--- src/rtl/rvc_asap_pkg.sv ---
// Shared types and defaults for the RVC ASAP core and its boot-time helpers.
package rvc_asap_pkg;

  localparam int unsigned I_MEM_MSB  = 1023;
  localparam logic [7:0]  LOAD_MAGIC = 8'hA5;

  typedef enum logic [2:0] {
    S_MAGIC = 3'd0,
    S_LEN0  = 3'd1,
    S_LEN1  = 3'd2,
    S_DATA  = 3'd3,
    S_CSUM  = 3'd4,
    S_DONE  = 3'd5,
    S_ERR   = 3'd6
  } t_loader_state;

endpackage

--- src/rtl/rvc_asap_word_packer.sv ---
// Packs a little-endian byte stream into 32-bit words, first byte landing in [7:0].
module rvc_asap_word_packer (
  input  logic        clk_i,
  input  logic        rst_ni,
  input  logic        clear_i,
  input  logic        valid_i,
  input  logic [7:0]  data_i,
  output logic [31:0] word_o,
  output logic        word_done_o
);

  logic [1:0]  idx_q, idx_d;
  logic [23:0] shift_q, shift_d;

  // The 4th byte is not stored; the word is presented combinationally on its acceptance.
  assign word_o      = {data_i, shift_q};
  assign word_done_o = valid_i && (idx_q == 2'd3);

  always_comb begin
    idx_d   = idx_q;
    shift_d = shift_q;
    if (clear_i) begin
      idx_d   = 2'd0;
      shift_d = 24'd0;
    end else if (valid_i) begin
      idx_d   = idx_q + 2'd1;
      shift_d = {data_i, shift_q[23:8]};
    end
  end

  always_ff @(posedge clk_i or negedge rst_ni) begin
    if (!rst_ni) begin
      idx_q   <= 2'd0;
      shift_q <= 24'd0;
    end else begin
      idx_q   <= idx_d;
      shift_q <= shift_d;
    end
  end

endmodule

--- src/rtl/rvc_asap_imem_loader.sv ---
// Boot loader: parses a framed byte stream into I_MEM word writes and holds the core until done.
module rvc_asap_imem_loader #(
  parameter int unsigned I_MEM_MSB  = rvc_asap_pkg::I_MEM_MSB,
  parameter logic [7:0]  LOAD_MAGIC = rvc_asap_pkg::LOAD_MAGIC
) (
  input  logic        Clock,
  input  logic        Rst,
  input  logic        InValid,
  input  logic [7:0]  InData,
  output logic        InReady,
  input  logic        Reload,
  output logic        IMemWrEn,
  output logic [31:0] IMemWrAddr,
  output logic [31:0] IMemWrData,
  output logic        CoreHold,
  output logic        LoadDone,
  output logic        LoadErr,
  output logic [15:0] WordCnt
);
  import rvc_asap_pkg::*;

  localparam logic [31:0] Capacity = 32'(I_MEM_MSB) + 32'd1;

  t_loader_state state_q, state_d;
  logic [15:0] len_q, len_d;
  logic [15:0] word_cnt_q, word_cnt_d;
  logic [7:0]  csum_q, csum_d;
  logic        wr_en_q, wr_en_d;
  logic [31:0] wr_addr_q, wr_addr_d;
  logic [31:0] wr_data_q, wr_data_d;
  logic        ready_en_q;

  logic        accept, reload_ok, pack_valid, word_done, too_big;
  logic [15:0] len_full;
  logic [17:0] len_bytes;
  logic [31:0] word;

  // ready_en_q keeps InReady low while reset is held and until the first edge after release.
  assign InReady    = ready_en_q && !(state_q inside {S_DONE, S_ERR});
  assign accept     = InValid && InReady;
  assign reload_ok  = Reload && (state_q inside {S_DONE, S_ERR});
  assign pack_valid = accept && (state_q == S_DATA);
  assign len_full   = {InData, len_q[7:0]};
  assign len_bytes  = {len_full, 2'b00};
  assign too_big    = {14'd0, len_bytes} > Capacity;

  assign IMemWrEn   = wr_en_q;
  assign IMemWrAddr = wr_addr_q;
  assign IMemWrData = wr_data_q;
  assign WordCnt    = word_cnt_q;
  assign CoreHold   = (state_q != S_DONE);
  assign LoadDone   = (state_q == S_DONE);
  assign LoadErr    = (state_q == S_ERR);

  rvc_asap_word_packer u_packer (
    .clk_i       (Clock),
    .rst_ni      (Rst),
    .clear_i     (reload_ok),
    .valid_i     (pack_valid),
    .data_i      (InData),
    .word_o      (word),
    .word_done_o (word_done)
  );

  always_comb begin
    state_d    = state_q;
    len_d      = len_q;
    word_cnt_d = word_cnt_q;
    csum_d     = csum_q;
    wr_en_d    = 1'b0;
    wr_addr_d  = wr_addr_q;
    wr_data_d  = wr_data_q;
    case (state_q)
      S_MAGIC: if (accept && InData == LOAD_MAGIC) state_d = S_LEN0;
      S_LEN0: begin
        if (accept) begin
          len_d[7:0] = InData;
          state_d    = S_LEN1;
        end
      end
      S_LEN1: begin
        if (accept) begin
          len_d = len_full;
          if (len_full == 16'd0) state_d = S_CSUM;
          else if (too_big)      state_d = S_ERR;
          else                   state_d = S_DATA;
        end
      end
      S_DATA: begin
        if (pack_valid) begin
          csum_d = csum_q ^ InData;
          if (word_done) begin
            wr_en_d    = 1'b1;
            wr_addr_d  = {14'd0, word_cnt_q, 2'b00};
            wr_data_d  = word;
            word_cnt_d = word_cnt_q + 16'd1;
            if (word_cnt_d == len_q) state_d = S_CSUM;
          end
        end
      end
      S_CSUM: if (accept) state_d = (InData == csum_q) ? S_DONE : S_ERR;
      S_DONE, S_ERR: begin
        if (Reload) begin
          state_d    = S_MAGIC;
          word_cnt_d = 16'd0;
          csum_d     = 8'd0;
        end
      end
      default: state_d = S_MAGIC;
    endcase
  end

  always_ff @(posedge Clock or negedge Rst) begin
    if (!Rst) begin
      state_q    <= S_MAGIC;
      len_q      <= 16'd0;
      word_cnt_q <= 16'd0;
      csum_q     <= 8'd0;
      wr_en_q    <= 1'b0;
      wr_addr_q  <= 32'd0;
      wr_data_q  <= 32'd0;
      ready_en_q <= 1'b0;
    end else begin
      state_q    <= state_d;
      len_q      <= len_d;
      word_cnt_q <= word_cnt_d;
      csum_q     <= csum_d;
      wr_en_q    <= wr_en_d;
      wr_addr_q  <= wr_addr_d;
      wr_data_q  <= wr_data_d;
      ready_en_q <= 1'b1;
    end
  end

endmodule

--- config.mk ---
export PLATFORM = sky130hd
export DESIGN_NAME = rvc_asap_imem_loader
export DESIGN_NICKNAME = d
export VERILOG_FILES = /design/src/rtl/rvc_asap_pkg.sv /design/src/rtl/rvc_asap_word_packer.sv /design/src/rtl/rvc_asap_imem_loader.sv
export SDC_FILE = /design/constraint.sdc
export NUM_CORES = 1
export LEC_CHECK = 0
export ABC_CLOCK_PERIOD_IN_PS = 7000
export BUFFER_PORTS_ARGS = -buffer_cell sky130_fd_sc_hd__buf_4
export CORE_AREA = 2 2 118 166
export DETAILED_ROUTE_END_ITERATION = 16
export DIE_AREA = 0 0 120 168
export GPL_TIMING_DRIVEN = 0
export PLACE_DENSITY = 0.59
export RECOVER_POWER = 25
export SYNTH_ARGS = -nofsm -noshare
export SYNTH_HDL_FRONTEND = slang
export SYNTH_SLANG_ARGS = --single-unit
export TNS_END_PERCENT = 10
--- constraint.sdc ---
create_clock -name Clock -period 7 [get_ports Clock]
set_input_delay 0 -clock Clock [delete_from_list [all_inputs] [get_ports Clock]]
set_output_delay 0 -clock Clock [all_outputs]
set_load 0.05 [all_outputs]
## Yosys cells after proc, flatten, opt, wreduce, memory -nomap -nowiden

Index checks and enable logic that the tools add are counted.

- Register bits after elaboration: 119
- Latch bits: 0
- Memory bits (writable): 0
- Memory bits (read-only): 0
- Input port bits: 12
- Output and inout port bits: 85
- Logic and storage cells: 82
- Memories kept: 0

- $add $sub $neg: 2
- $mul: 0
- Div/mod/pow operators: 0
- Magnitude comparators: 1
- Equality and inequality tests: 19
- Shift-type cells: 0
- Muxes and demuxes: 28
- Bitwise logic cells: 2
- Reductions and logical operators: 19

Operator list:

| cell | number |
|---|---|
| $mux W16 | 3 |
| $mux W24 | 2 |
| $pmux W16 S2 | 1 |
| $pmux W8 S2 | 2 |
| $mux W3 | 10 |
| $mux W8 | 3 |
| $gt A18 B11 Y1 const B | 1 |
| $pmux W3 S6 | 1 |
| $add A16 B1 Y16 const B | 1 |
| $eq A16 B16 Y1 | 1 |
| $logic_not A16 Y1 | 1 |
| $ne A2 B2 Y1 const B | 5 |
| $eq A3 B3 Y1 const B | 3 |
| $reduce_and A3 Y1 | 3 |
| $eq A8 B8 Y1 | 1 |
| $eq A8 B8 Y1 const B | 1 |
| $reduce_and A8 Y1 | 1 |
| $xor A8 B8 Y8 | 1 |
| $eq A3 B2 Y1 const B | 2 |
| $logic_and A1 B1 Y1 | 6 |
| $mux W2 | 3 |
| $ne A2 B1 Y1 const B | 3 |
| $reduce_bool A2 Y1 | 3 |
| $reduce_and A4 Y1 | 1 |
| 10 further kinds | 12 |

## Depth between registers and ports, before layout

- Word-level depth: 10
- Depth in mapped cells: 9
- Gate-level depth less buffers: 7

## By module

A second synthesis with hierarchy kept.

- Cells, all modules: 640
- Area total of the unflattened synthesis: 5934.4 um2

Modules (own cells, without submodules):

| module | times used | cells an instance | area each (um2) | seq. area each (um2) |
|---|---|---|---|---|
| rvc_asap_imem_loader | 1 | 546 | 4780.8 | 2327.2 |
| rvc_asap_word_packer | 1 | 94 | 1153.6 | 650.6 |

## Least setup slack after synthesis

OpenSTA, ideal clock, no wires.

- Kind: reg2reg
- From: register word_cnt_q[0], in the netlist WordCnt[0]
- To: register state_q[0]
- Library setup time: 142 ps
- Arrival time: 2478 ps
- Data required time: 6858 ps
- Path slack: 4380 ps
- Stages on the path, launching flop included: 9
- Path buffers: 1
- Clock period less this slack: 2620 ps
- Path through: dfrtp_1 > ha_1 > nand3_1 > buf_2 > nor4_1 > xnor2_1 > o2111ai_1 > nor4_4 > a211oi_1

- Longest elaborated chain between the ends: 4

RTL lines:

| what | line | RTL |
|---|---|---|
| start: declaration | rvc_asap_imem_loader.sv:26 | `logic [15:0] word_cnt_q, word_cnt_d;` |
| start signal: assignment | rvc_asap_imem_loader.sv:126 | `word_cnt_q <= word_cnt_d;` |
| $add A16 B1 Y16 | rvc_asap_imem_loader.sv:96 | `word_cnt_d = word_cnt_q + 16'd1;` |
| $eq A16 B16 Y1 | rvc_asap_imem_loader.sv:97 | `if (word_cnt_d == len_q) state_d = S_CSUM;` |
| $ne A2 B1 Y1 (no source line) | n/a |  |
| $reduce_and A8 Y1 (no source line) | n/a |  |
| end signal: assignment | rvc_asap_imem_loader.sv:124 | `state_q <= state_d;` |
| end: declaration | rvc_asap_imem_loader.sv:24 | `t_loader_state state_q, state_d;` |

No other way between the ends.
A chain may end at the register's enable or synchronous reset.

## Final worst setup path

Same ends and word-level chain as after synthesis.

==> results.yml <==
floorplan:
  start_util: 0.294
  pin_count: 97
  dieArea_mm2: 0.0202
  std_cell_rows: 60
  die-height_um: 168
  fp.dieW_um: 120
  core_area_mm2: 0.0188
placement:
  place_congestion: 0.831
  dp_cells: 927
  io_buffers: 76
  hpwl_um: 10200
  placed_cell_area_mm2: 0.00650
drt:
  drc: 0
  routed_wl_um: 14300
  ant_nets: 0
  wl_per_cell_um: 14.8
  drt_first_pass_iters: 5
  vias_per_cell: 4.60
  drtIter0Drc: 235
  via_count: 4441
cts:
  cts_buffer_depth: 2
  clock-root-buffer: "clkbuf_16"
  cts_buffers: 17
  post_cts_buffers: 0
  cts.sinks: 119
  h-tree-depth: 4
  clk_pin_slew_ps: 60
  clk_latency_ps: 420
  tritoncts: "done"
finish:
  layout_common_cells: "nand2_1 (187), dfrtp_1 (119), buf_4 (94), o21ai_0 (48), nor2_1 (31)"
  diodes: 0
  layout_commonest_cell: "nand2_1"
  fillCellCount: 1921
  drive_above_1_share: 0.216
  final_nets: 718
  synthToLayoutAreaGrowth_pct: 28.4
  design_area_mm2: 0.00710
  fin_cells: 965
sta:
  fin_skew_ps: 6.69
  rsz0062_at_grt: "no"
  worst_slew_pin_slew_ps: 2380
  post-route-period-util: 0.407
  setup_tns_ps: 0
  layout_min_cycle_time_ps: 2850
  slew_headroom: -0.587
  setup_viol: 0
  hold_viol_final: 0
  fmax_mhz: 351
  slew_viol_final: 41
yosys:
  syn-mean-instance-area_um2: 9.42
  muxShareOfSynthArea: 0.0362
  synth_top_area_frac: 0.538
  synthArstFlopShare: 1.00
  synthSimpleGateAreaFrac: 0.211
  yosys_warnings: 0
  synth_top_area_cell: "dfrtp_1"
  synth_fa_ha_area_frac: 0.00452
  synth_area_leaders: "dfrtp_1 (54%), nand2_1 (13%), o21ai_0 (4.3%), xnor2_1 (3.8%), mux2_2 (3.3%)"
  ys_seq_elements: 119
  ys_seq_area_frac: 0.538
  synthCells: 587
  synth_flop_cell: "dfrtp_1"
  synthXorXnorAreaFrac: 0.0507
  synth_edf_count: 0
  synth-compound-area-share: 0.109
  synthDistinctLibCells: 48
  syn_area_mm2: 0.00553
  synth_top_family_by_area: "simple AND/OR/NAND/NOR gates"
worst_setup_path:
  criticalPathCategory: "reg -> reg"
  critPathLaunchType: "register"
  end_kind: "register"
  slowest_stage: "nor4_1"
  crit_chain: "ha_1, nand3_1, buf_2, nor4_1, xnor2_1, o2111ai_1, nor4_4, a211oi_1"
  cp_data_arrival_time_ps: 3120
  crit_family: "simple AND/OR/NAND/NOR gates"
  worst-path-buf-inv: 1
  crit_path_max_incr_delay_ps: 550
  crit_fanout: 10
  cp.required_ps: 7270
pwr:
  power_density_mw_per_mm2: 344
  peakVddDrop_uv: 147
  p_leak_uw: 0.00349
status:
  outcome: "finished, violations left"
  violations: "capacitance limit, slew limit"
global_route:
  grtUsageMet3: 0.0383
  use_met1: 0.167
  antenna_found_initial: 0
  grt_pass1_vias: 4378
  grt_pass1_wl_um: 23200
  gr-max-usage-layer: "met2"
  overflow: 0
  grtUsageTotal: 0.149
  gr-usage-met2: 0.267
  grt_max_degree: 80
hold_path:
  hold_class: "in -> reg"
job:
  drv_cap: 1
-- path summary, 6_finish.rpt --
check	to	from	depth (start not counted)	slack, ps
worst max-delay path	state_q[0]$_DFFE_PN0P_	WordCnt[0]$_DFFE_PN0P_	8	4150
worst min-delay path	IMemWrData[31]$_DFFE_PN0P_	InData[7]	3	10
worst max register to register	state_q[0]$_DFFE_PN0P_	WordCnt[0]$_DFFE_PN0P_	8	4150
worst min register to register	IMemWrAddr[7]$_DFFE_PN0P_	IMemWrAddr[7]$_DFFE_PN0P_	2	470
max in group asynchronous	IMemWrAddr[13]$_DFFE_PN0P_	Rst	2	4790
min in group asynchronous	IMemWrData[26]$_DFFE_PN0P_	Rst	2	840
-- power breakdown --
group | internal [uW] | leakage, uW | switching [uW]
Clock | 472 | 0.000250 | 336
Sequential | 843 | 0.00161 | 133
Combinational | 262 | 0.00164 | 399
Total | 1580 | 0.00349 | 868
-- layer usage --
metal  vias up  routed length, um
met1      2133               5910
met2        98               7600
met3        25                532
met4         0                291
met5         -                  0
li1       2185                  -
-- synth_stat cells (2+ instances only) --
cell type	number
or4_1	4
clkbuf_1	25
nand4_1	6
nand3_1	8
and3b_1	2
or3_1	2
nor2_1	31
o21ai_0	48
o31ai_1	6
a31o_2	2
conb_1	2
ha_1	2
and2_1	5
dfrtp_1	119
nor3_1	3
buf_2	3
inv_1	2
a31oi_1	2
nand2_1	187
mux2_2	16
nand4b_1	4
a21oi_1	9
mux2i_1	2
a22o_1	19
xnor2_1	24
xor2_1	8
buf_1	3
nor4_1	4
nand2b_1	2
buf_4	19
-- metrics by stage --
step	worst slack [ps]	total power (uW)	hold slack (ps)	util
after global routing	3890	2590	21.3	0.377
after global placement	4190	1640	289	0.343
final	4150	2450	14.8	0.377
after floorplan	4380	1450	-296	-
after detailed placement	4190	1650	-57.5	0.345
after CTS	4150	2470	0.0615	0.377
-- repair_timing --
action / in CTS / in global routing
hold buffers: 6 / 0
resized for setup: 0 / 0
hold endpoints to repair: 140 / 0
-- flip-flops by register name (all words and copies together) (netlist names) --
name and cells:
csum_q 8, IMemWrEn 1, WordCnt 16, IMemWrAddr 16, len_q 16, ready_en_q 1, u_packer.shift_q 24, state_q 3
IMemWrData 32, u_packer.idx_q 2
-- cell families after synthesis --
family / Yosys count
adder cells (fa/ha/maj): 2
multiplexers: 18
AO/OA/AOI/OAI: 95
AND/OR/NAND/NOR: 266
buffers and inverters: 53
XOR/XNOR: 32
flip-flops: 119
other: 2
-- worst register-to-register path: cells and delay by family, from the launching register on --
kind | cells | cell delay [ps]
AOI/OAI and AO/OA | 2 | 290
xor gates and xnor gates | 1 | 220
adders and majority gates | 1 | 330
buffers and inverters | 1 | 230
DFF | 1 | 540
and+or+nand+nor | 3 | 1080
-- area by class of cell --
class / count / area (um^2) / share of cell area
plain buffers: 50 / 263 / 0.0370
clock buffers: 19 / 453 / 0.0638
clock inverters: 13 / 97.6 / 0.0137
inverters: 3 / 11.3 / 0.00159
multi-input cells: 430 / 2340 / 0.329
flip-flops and latches: 119 / 2980 / 0.419
well taps: 248 / 310 / 0.0437
repair buffers: 83 / 654 / 0.0921
Power figures use the tool's default switching activity.
